[config.mk]
export PLATFORM = sky130hd
export DESIGN_NAME = mdu_seq
export DESIGN_NICKNAME = d
export VERILOG_FILES = /design/src/rtl/mdu_pkg.sv /design/src/rtl/cla_adder.sv /design/src/rtl/mdu_seq.sv
export SDC_FILE = /design/constraint.sdc
export NUM_CORES = 1
export LEC_CHECK = 0
export CELL_PAD_IN_SITES_DETAIL_PLACEMENT = 1
export CELL_PAD_IN_SITES_GLOBAL_PLACEMENT = 2
export CORE_MARGIN = 2
export CORE_UTILIZATION = 28
export CTS_CLUSTER_DIAMETER = 120
export DETAILED_ROUTE_END_ITERATION = 16
export PLACE_DENSITY_LB_ADDON = 0.1
export SYNTH_ARGS = -nofsm -noshare
export SYNTH_HDL_FRONTEND = slang
export SYNTH_SLANG_ARGS = --single-unit
[constraint.sdc]
create_clock -name clk -period 4.3 [get_ports clk]
set_clock_uncertainty 0.05 [all_clocks]
set_input_delay 1.075 -clock clk [delete_from_list [all_inputs] [get_ports clk]]
set_output_delay 1.075 -clock clk [all_outputs]
set_load 0.01 [all_outputs]
[src/rtl/mdu_pkg.sv]
// Shared encodings and default sizing for the iterative multiply/divide unit.
// Both mdu_seq and its users import this package.
package mdu_pkg;

    localparam int MDU_WIDTH = 32;
    localparam int MDU_CNT_W = 6;

    typedef enum logic [1:0] {
        IDLE = 2'd0,
        RUN  = 2'd1,
        DONE = 2'd2
    } mdu_state_e;

    typedef enum logic {
        OP_MULTU = 1'b0,
        OP_DIVU  = 1'b1
    } mdu_op_e;

endpackage

[src/rtl/cla_adder.sv]
// Carry-lookahead adder: full lookahead inside each 4-bit group, with the
// group carries rippled from one group to the next. Purely combinational.
module cla_adder #(
    parameter int WIDTH = 32
) (
    input  logic [WIDTH-1:0] a,
    input  logic [WIDTH-1:0] b,
    input  logic             cin,
    output logic [WIDTH-1:0] sum,
    output logic             cout
);

    localparam int NGRP = WIDTH / 4;

    logic [NGRP:0] grp_c;

    assign grp_c[0] = cin;

    generate
        for (genvar gi = 0; gi < NGRP; gi++) begin : g_grp
            logic [3:0] g;
            logic [3:0] p;
            logic [3:0] c;

            assign g = a[gi*4 +: 4] & b[gi*4 +: 4];
            assign p = a[gi*4 +: 4] ^ b[gi*4 +: 4];

            assign c[0] = grp_c[gi];
            assign c[1] = g[0] | (p[0] & c[0]);
            assign c[2] = g[1] | (p[1] & g[0]) | (p[1] & p[0] & c[0]);
            assign c[3] = g[2] | (p[2] & g[1]) | (p[2] & p[1] & g[0])
                        | (p[2] & p[1] & p[0] & c[0]);

            // Group carry-out from group generate/propagate terms.
            assign grp_c[gi+1] = g[3] | (p[3] & g[2]) | (p[3] & p[2] & g[1])
                               | (p[3] & p[2] & p[1] & g[0])
                               | (p[3] & p[2] & p[1] & p[0] & c[0]);

            assign sum[gi*4 +: 4] = p ^ c;
        end
    endgenerate

    assign cout = grp_c[NGRP];

endmodule

[src/rtl/mdu_seq.sv]
// Iterative unsigned multiply (shift-add) / divide (restoring) sequencer.
// One shared carry-lookahead adder is used once per iteration for both ops.
module mdu_seq
    import mdu_pkg::*;
#(
    parameter int WIDTH = MDU_WIDTH,
    parameter int CNT_W = MDU_CNT_W
) (
    input  logic             clk,
    input  logic             rst_n,
    input  logic             start,
    input  logic             op,
    input  logic [WIDTH-1:0] src_a,
    input  logic [WIDTH-1:0] src_b,
    input  logic             flush,
    output logic             busy,
    output logic             done,
    output logic [WIDTH-1:0] hi,
    output logic [WIDTH-1:0] lo,
    output logic             dz
);

    localparam logic [CNT_W-1:0] LAST_CNT = CNT_W'(WIDTH - 1);

    mdu_state_e       state_q, state_d;
    mdu_op_e          op_q, op_d;
    logic [CNT_W-1:0] cnt_q, cnt_d;
    logic [WIDTH-1:0] hi_q, hi_d;
    logic [WIDTH-1:0] lo_q, lo_d;
    logic [WIDTH-1:0] b_q, b_d;
    logic             dz_q, dz_d;
    logic             busy_q, busy_d;
    logic             done_q, done_d;

    logic [WIDTH-1:0] add_a, add_b, add_sum;
    logic             add_cin, add_cout;
    logic [WIDTH-1:0] rem;
    logic             div_ok;
    logic             mul_c;
    logic [WIDTH-1:0] mul_s;
    logic [WIDTH-1:0] iter_hi, iter_lo;

    // Divide works on {hi, lo msb}; the bit shifted out of hi lands in div_ok.
    assign rem = {hi_q[WIDTH-2:0], lo_q[WIDTH-1]};

    always_comb begin
        if (op_q == OP_DIVU) begin
            add_a   = rem;
            add_b   = ~b_q;
            add_cin = 1'b1;
        end else begin
            add_a   = hi_q;
            add_b   = b_q;
            add_cin = 1'b0;
        end
    end

    cla_adder #(
        .WIDTH (WIDTH)
    ) u_add (
        .a    (add_a),
        .b    (add_b),
        .cin  (add_cin),
        .sum  (add_sum),
        .cout (add_cout)
    );

    always_comb begin
        mul_c   = 1'b0;
        mul_s   = hi_q;
        div_ok  = hi_q[WIDTH-1] | add_cout;
        iter_hi = hi_q;
        iter_lo = lo_q;
        if (op_q == OP_DIVU) begin
            iter_hi = div_ok ? add_sum : rem;
            iter_lo = {lo_q[WIDTH-2:0], div_ok};
        end else begin
            if (lo_q[0]) begin
                mul_c = add_cout;
                mul_s = add_sum;
            end
            iter_hi = {mul_c, mul_s[WIDTH-1:1]};
            iter_lo = {mul_s[0], lo_q[WIDTH-1:1]};
        end
    end

    always_comb begin
        state_d = state_q;
        op_d    = op_q;
        cnt_d   = cnt_q;
        hi_d    = hi_q;
        lo_d    = lo_q;
        b_d     = b_q;
        dz_d    = dz_q;
        busy_d  = 1'b0;
        done_d  = 1'b0;
        case (state_q)
            IDLE: begin
                if (start && !flush) begin
                    op_d    = mdu_op_e'(op);
                    b_d     = src_b;
                    hi_d    = '0;
                    lo_d    = src_a;
                    cnt_d   = '0;
                    state_d = RUN;
                    busy_d  = 1'b1;
                end
            end
            RUN: begin
                if (flush) begin
                    state_d = IDLE;
                end else begin
                    hi_d  = iter_hi;
                    lo_d  = iter_lo;
                    cnt_d = cnt_q + 1'b1;
                    if (cnt_q == LAST_CNT) begin
                        state_d = DONE;
                        done_d  = 1'b1;
                        dz_d    = (op_q == OP_DIVU) && (b_q == '0);
                    end else begin
                        busy_d = 1'b1;
                    end
                end
            end
            DONE: begin
                // Result already committed; a flush here cannot retract it.
                state_d = IDLE;
            end
            default: begin
                state_d = IDLE;
            end
        endcase
    end

    always_ff @(posedge clk) begin
        if (!rst_n) begin
            state_q <= IDLE;
            op_q    <= OP_MULTU;
            cnt_q   <= '0;
            hi_q    <= '0;
            lo_q    <= '0;
            b_q     <= '0;
            dz_q    <= 1'b0;
            busy_q  <= 1'b0;
            done_q  <= 1'b0;
        end else begin
            state_q <= state_d;
            op_q    <= op_d;
            cnt_q   <= cnt_d;
            hi_q    <= hi_d;
            lo_q    <= lo_d;
            b_q     <= b_d;
            dz_q    <= dz_d;
            busy_q  <= busy_d;
            done_q  <= done_d;
        end
    end

    assign busy = busy_q;
    assign done = done_q;
    assign hi   = hi_q;
    assign lo   = lo_q;
    assign dz   = dz_q;

endmodule

Word level (Yosys, flattened, before mapping)
Index checks and enable logic that the tools add are counted.
- register bits: 108
- input port bits: 69
- logic and storage cells: 289
- $add $sub $neg: 1
- equal/unequal tests: 5
- multiplexer cells: 26
- bitwise gates (word level): 237
- reduce and logical (&&, ||, !) cells: 11
- operators with widths (kind ; count):
    two-way mux 32 bit ; 10
    bitwise AND 1 bit ; 128
    case mux 32 bit (2 select lines) ; 2
    OR 1 bit ; 81
    bitwise XOR 4 bit ; 16
    bitwise AND 4 bit ; 8
    zero test 32 bit ; 1
    NOT 32 bit ; 1
    two-way mux 6 bit ; 2
    case mux 6 bit (2 select lines) ; 1
    adder 6 x 1 -> 6 bit, second input constant ; 1
    == test 6 x 5 -> 1 bit, second input constant ; 1
    two-way mux 1 bit ; 6
    two-way mux 2 bit ; 3
    AND reduction 3 bit ; 2
    != test 2 bit, second input constant ; 2
    case mux 2 bit (2 select lines) ; 1
    AND reduction 2 bit ; 2
    != test 3 bit, second input constant ; 1
    NOT 1 bit ; 3
    OR reduction 3 bit ; 1
    == test 2 x 1 -> 1 bit, second input constant ; 1
    logical AND 1 bit ; 2
    zero test 2 bit ; 1
    3 further kinds ; 3

Longest topological paths before layout
- depth after elaboration: 27
- gate-level depth with buffers: 20
- mapped depth without buffers: 16

By module
From an unflattened synthesis, not the netlist that was laid out.
- cells, all modules: 842
- area total of the unflattened synthesis: 7442.1 µm²
- by module, submodules not included (module ; instances ; cells an instance ; area an instance (µm²) ; sequential area each (µm²)):
    mdu_seq ; 1 ; 685 ; 6130.9 ; 2162.1
    cla_adder ; 1 ; 157 ; 1311.3 ; 0.0

Worst setup path before layout
OpenSTA, ideal clock, no wires.
- path type: flip-flop to flip-flop
- start: reg op_q
- end: reg hi_q[23], in the netlist hi[23]
- setup time: 0.074 ns
- arrival time: 4.323 ns
- data required time: 4.176 ns
- setup slack: -0.147 ns
- stages on the path, launching flop included: 20
- path buffers: 4
- clock period less this slack: 4.447 ns
- cell sequence: dfxtp_1 > buf_2 > buf_1 > clkbuf_1 > clkbuf_1 > mux2i_1 > inv_1 > ha_1 > o21ai_0 > a21oi_1 > a221o_1 > or3_1 > a21o_1 > a21oi_1 > fa_1 > a21oi_1 > o21ai_0 > nand2_1 > nand2_1 > a31oi_1
- longest elaborated chain between the ends: 26
- elaborated cells on any way between the ends: 123
- RTL lines (element ; line ; source):
    start: declaration ; mdu_seq.sv:26 ; mdu_op_e op_q, op_d;
    start signal: assignment ; mdu_seq.sv:148 ; op_q <= op_d;
    two-way mux 32 bit ; mdu_seq.sv:47 ; if (op_q == OP_DIVU) begin
    bitwise XOR 4 bit or bitwise AND 4 bit (tied branches) ; cla_adder.sv:26, cla_adder.sv:25 ;
    bitwise AND 1 bit, on equally long branches ; cla_adder.sv:35, cla_adder.sv:36, cla_adder.sv:37 ;
    OR 1 bit, or another cell as far along (2 in series) ; cla_adder.sv:35 ; assign grp_c[gi+1] = g[3] | (p[3] & g[2]) | (p[3] & p[2] & g[1])
    OR 1 bit or bitwise AND 1 bit (tied branches) ; cla_adder.sv:36, cla_adder.sv:37 ;
    OR 1 bit ; cla_adder.sv:37 ; | (p[3] & p[2] & p[1] & p[0] & c[0]);
    bitwise AND 1 bit ; cla_adder.sv:37 ;
    OR 1 bit ; cla_adder.sv:37 ;
    (+9 left out) ; n/a ;
    OR 1 bit ; cla_adder.sv:37 ;
    bitwise AND 1 bit ; cla_adder.sv:37 ;
    OR 1 bit ; cla_adder.sv:37 ;
    OR 1 bit ; mdu_seq.sv:71 ; div_ok = hi_q[WIDTH-1] | add_cout;
    two-way mux 32 bit ; mdu_seq.sv:75 ; iter_hi = div_ok ? add_sum : rem;
    two-way mux 32 bit * ; mdu_seq.sv:74 ; if (op_q == OP_DIVU) begin
    two-way mux 32 bit * ; mdu_seq.sv:110 ; if (flush) begin
    case mux 32 bit (2 select lines) * ; mdu_seq.sv:97 ; case (state_q)
    end signal: assignment ; mdu_seq.sv:150 ; hi_q <= hi_d;
    end: declaration ; mdu_seq.sv:28 ; logic [WIDTH-1:0] hi_q, hi_d;
Every way passes the cells marked *; elsewhere a longest branch is shown, timed or not. The select of a mux whose other input is x is not followed.
A chain may end at the register's enable or synchronous reset.

Worst setup path in the final report
Same ends and word-level chain as after synthesis.

==> flow_metrics.env <==
export IMPL_routed_wl_mm=25.4
export IMPL_ys_async_sr_fraction_pct=0
export IMPL_clk_pin_slew_worst_paths_ns=0.08
export IMPL_cts_tree="built"
export IMPL_period_minus_slack_ns=3.96
export IMPL_rsz0062_at_grt="no"
export IMPL_timing_rr_end="hi[23]"
export IMPL_synth_top_area_share_pct=29.1
export IMPL_vias=6917
export IMPL_synth_commonest_cells="nand2_1 (164), dfxtp_1 (108), mux2i_1 (66)"
export IMPL_synthFlopType="dfxtp_1"
export IMPL_crit_end="hi[23]"
export IMPL_numCtsBuffers=9
export IMPL_swShare_pct=31.0
export IMPL_grt_pass1_wl_mm=41.0
export IMPL_synth_area_um2=7440
export IMPL_grt_usage_pct=18.4
export IMPL_fin_nets=1134
export IMPL_p_seq_share_pct=44.5
export IMPL_cts_sinks=108
export IMPL_r2r_start="op_q"
export IMPL_rrSetupSlack_ns=0.34
export IMPL_synth_seq_cells=108
export IMPL_viasPerCell=5.06
export IMPL_comb_power_share_pct=18.8
export IMPL_cap_viol_max_count=0
export IMPL_port_buffers=135
export IMPL_cp_data_arrival_time_ns=4.20
export IMPL_synth_edf_count=0
export IMPL_critPathMaxFanout=9
export IMPL_p_leak_nw=3.71
export IMPL_rows=59
export IMPL_clk_latency_ns=0.37
export IMPL_reg2reg_depth=16
export IMPL_crit_path_end_kind="flip-flop"
export IMPL_ys_seq_area_share_pct=29.1
export IMPL_syn_inst=910
export IMPL_antenna_found_initial=2
export IMPL_hold_path_class="flip-flop to flip-flop"
export IMPL_synth_top_cell_by_area="dfxtp_1"
export IMPL_syn2layout_area_growth_pct=28.4
export IMPL_hold_viol=0
export IMPL_slew_violations=0
export IMPL_io_pins=136
export IMPL_wl_per_cell_um=18.6
export IMPL_dr_pass1_iters=4
export IMPL_powerDensity_nw_per_um2=255
export IMPL_maxSlewHeadroom_pct=25.7
export IMPL_critPathKind="flip-flop to flip-flop"
export IMPL_tns_ns=0
export IMPL_core_um2=26100
export IMPL_drc=0
export IMPL_die_width_um=167
export IMPL_hp_start="cnt_q[5]"
export IMPL_htreeDepth=3
export IMPL_drtAntennaViolNets=0
export IMPL_cts_root_buf="clkbuf_16"
export IMPL_crit_required_ns=4.54
export IMPL_die_y_um=167
export IMPL_startpoint_type="flip-flop"
export IMPL_status="completed"
export IMPL_drive_gt1_share_pct=9.03
export IMPL_grt_max_degree=72
export IMPL_max_vdd_ir_drop_mv=0.148
export IMPL_period_share_pct=92.0
export IMPL_place_hpwl_mm=18.3
export IMPL_gr_total_overflow=0
export IMPL_pwr_share_clk_pct=36.7
export IMPL_grt_pass1_vias=7171
export IMPL_die_area_um2=27900
export IMPL_yosys_cell_count_top_type="nand2_1"
export IMPL_startpoint="op_q"
export IMPL_holdWs_ns=0.450
export IMPL_globalplace_congestion=0.828
export IMPL_avgSynthCellArea_um2=8.18
export IMPL_first_iter_violations=305
export IMPL_synth_area_top_cells="dfxtp_1 (29%), mux2i_1 (8.9%), nand2_1 (8.3%), a21boi_0 (6.3%), ha_1 (5.5%)"
export IMPL_fmax_mhz=253
export IMPL_synthDistinctLibCells=58
export IMPL_cts_path_max_buffers=2
export IMPL_setup_viol=0
export IMPL_tightest_slew_ns=1.11
export IMPL_p_sw_mw=0.757
export IMPL_yosys_warnings=0
export IMPL_start_util_pct=28.5
export IMPL_p_int_mw=1.68
export IMPL_syn_nets=1019
-- cell type report --
cell class              instances  area (um^2)
repair buffers                164         1590
clock buffers                  10          239
well taps                     335          419
inverters                      18         67.6
clock inverters                 6         65.1
fillers                      3080        16500
flip-flops and latches        108         2170
diodes                          1         2.50
multi-input cells             724         5000
-- layer usage --
metal	part of all wire [%]	vias up	track usage (%)	wire length, um
met1	49	3323	25.4	12500
met5	0.043	-	0	11
met2	46	98	30.0	11700
met4	1.3	2	4.05	327
met3	3.6	19	3.26	926
li1	-	3475	-	-
-- power groups by stage --
stage               combinational, mW  sequential, mW  clock, mW
finish                          0.459            1.09      0.896
global route                    0.509            1.09      0.971
CTS                             0.459            1.09      0.935
detailed placement              0.456            1.11          0
global placement                0.454            1.11          0
floorplan                       0.255            1.10          0
-- cell usage in the layout, fill, tap and decap left out, drive strengths merged, types with 9 or more instances in the layout --
cell / n
buf: 29
nor2b: 9
xnor2: 12
nand2: 164
a21oi: 50
nor2: 50
ha: 33
o21ai: 40
xor2: 45
dfxtp: 108
inv: 21
a21o: 9
a21boi: 62
mux2: 30
a22oi: 12
or3: 9
o211ai: 34
clkdlybuf4s50: 134
clkbuf: 11
mux2i: 66
-- worst min path at each step --
stage | endpoint | slack, ns | depth (start not counted)
after floorplan | cnt_q[5] | 0.41 | 2
after global placement | cnt_q[5] | 0.42 | 2
after detailed placement | cnt_q[5] | 0.44 | 2
after CTS | cnt_q[5] | 0.45 | 2
after global routing | b_q[18] | 0.48 | 2
final | cnt_q[5] | 0.45 | 2
-- what timing repair did --
item                                    in CTS  in global routing
resized for setup                            0                  2
endpoints found under the hold margin        0                  0
endpoints found under the setup margin       0                  5
hold buffers                                 0                  0
setup buffers                                0                  8
-- registers in the layout, summed over array words and instances, names as in the netlist --
name	flops
done	1
b_q	32
lo	32
op_q	1
hi	32
state_q	2
busy	1
dz	1
cnt_q	6
-- through the flow --
| step | instance area (um^2) | util, % | worst slack (ns) | std cells | total power [mW] |
|---|---|---|---|---|---|
| after floorplan | 7440 | - | 0.0285 | 910 | 1.35 |
| after global placement | 9180 | 35.2 | 0.322 | 1341 | 1.57 |
| after detailed placement | 9180 | 35.2 | 0.269 | 1341 | 1.57 |
| after CTS | 9480 | 36.4 | 0.242 | 1357 | 2.48 |
| after global routing | 9550 | 36.6 | 0.0229 | 1365 | 2.57 |
| final | 9550 | 36.7 | 0.345 | 1366 | 2.44 |
-- worst max-delay path, stage by stage, from the launching register on --
cell and delay (ns):
dfxtp_4 0.45, clkbuf_4 0.24, mux2_2 0.37, ha_1 0.32, a21oi_1 0.19, nand4b_1 0.17
a21o_1 0.20, a21oi_1 0.15, or3_1 0.42, a21o_1 0.20, a21oi_2 0.16, fa_1 0.42
a21oi_1 0.16, o21ai_0 0.09, nand2_1 0.10, nand2_1 0.05, a31oi_1 0.14
-- logic make-up (layout without fill, tap and decap cells) --
family,Yosys count,in the layout,share of synthesized area [%]
fa+ha+maj,40,40,7.43
buf+inv,78,198,4.02
other cells,0,1,0
simple gates,286,286,16.9
mux,96,96,13.4
compound gates,245,245,22.4
xor+xnor,57,57,6.71
flops,108,108,29.1
(Power assumes the default switching activity.)
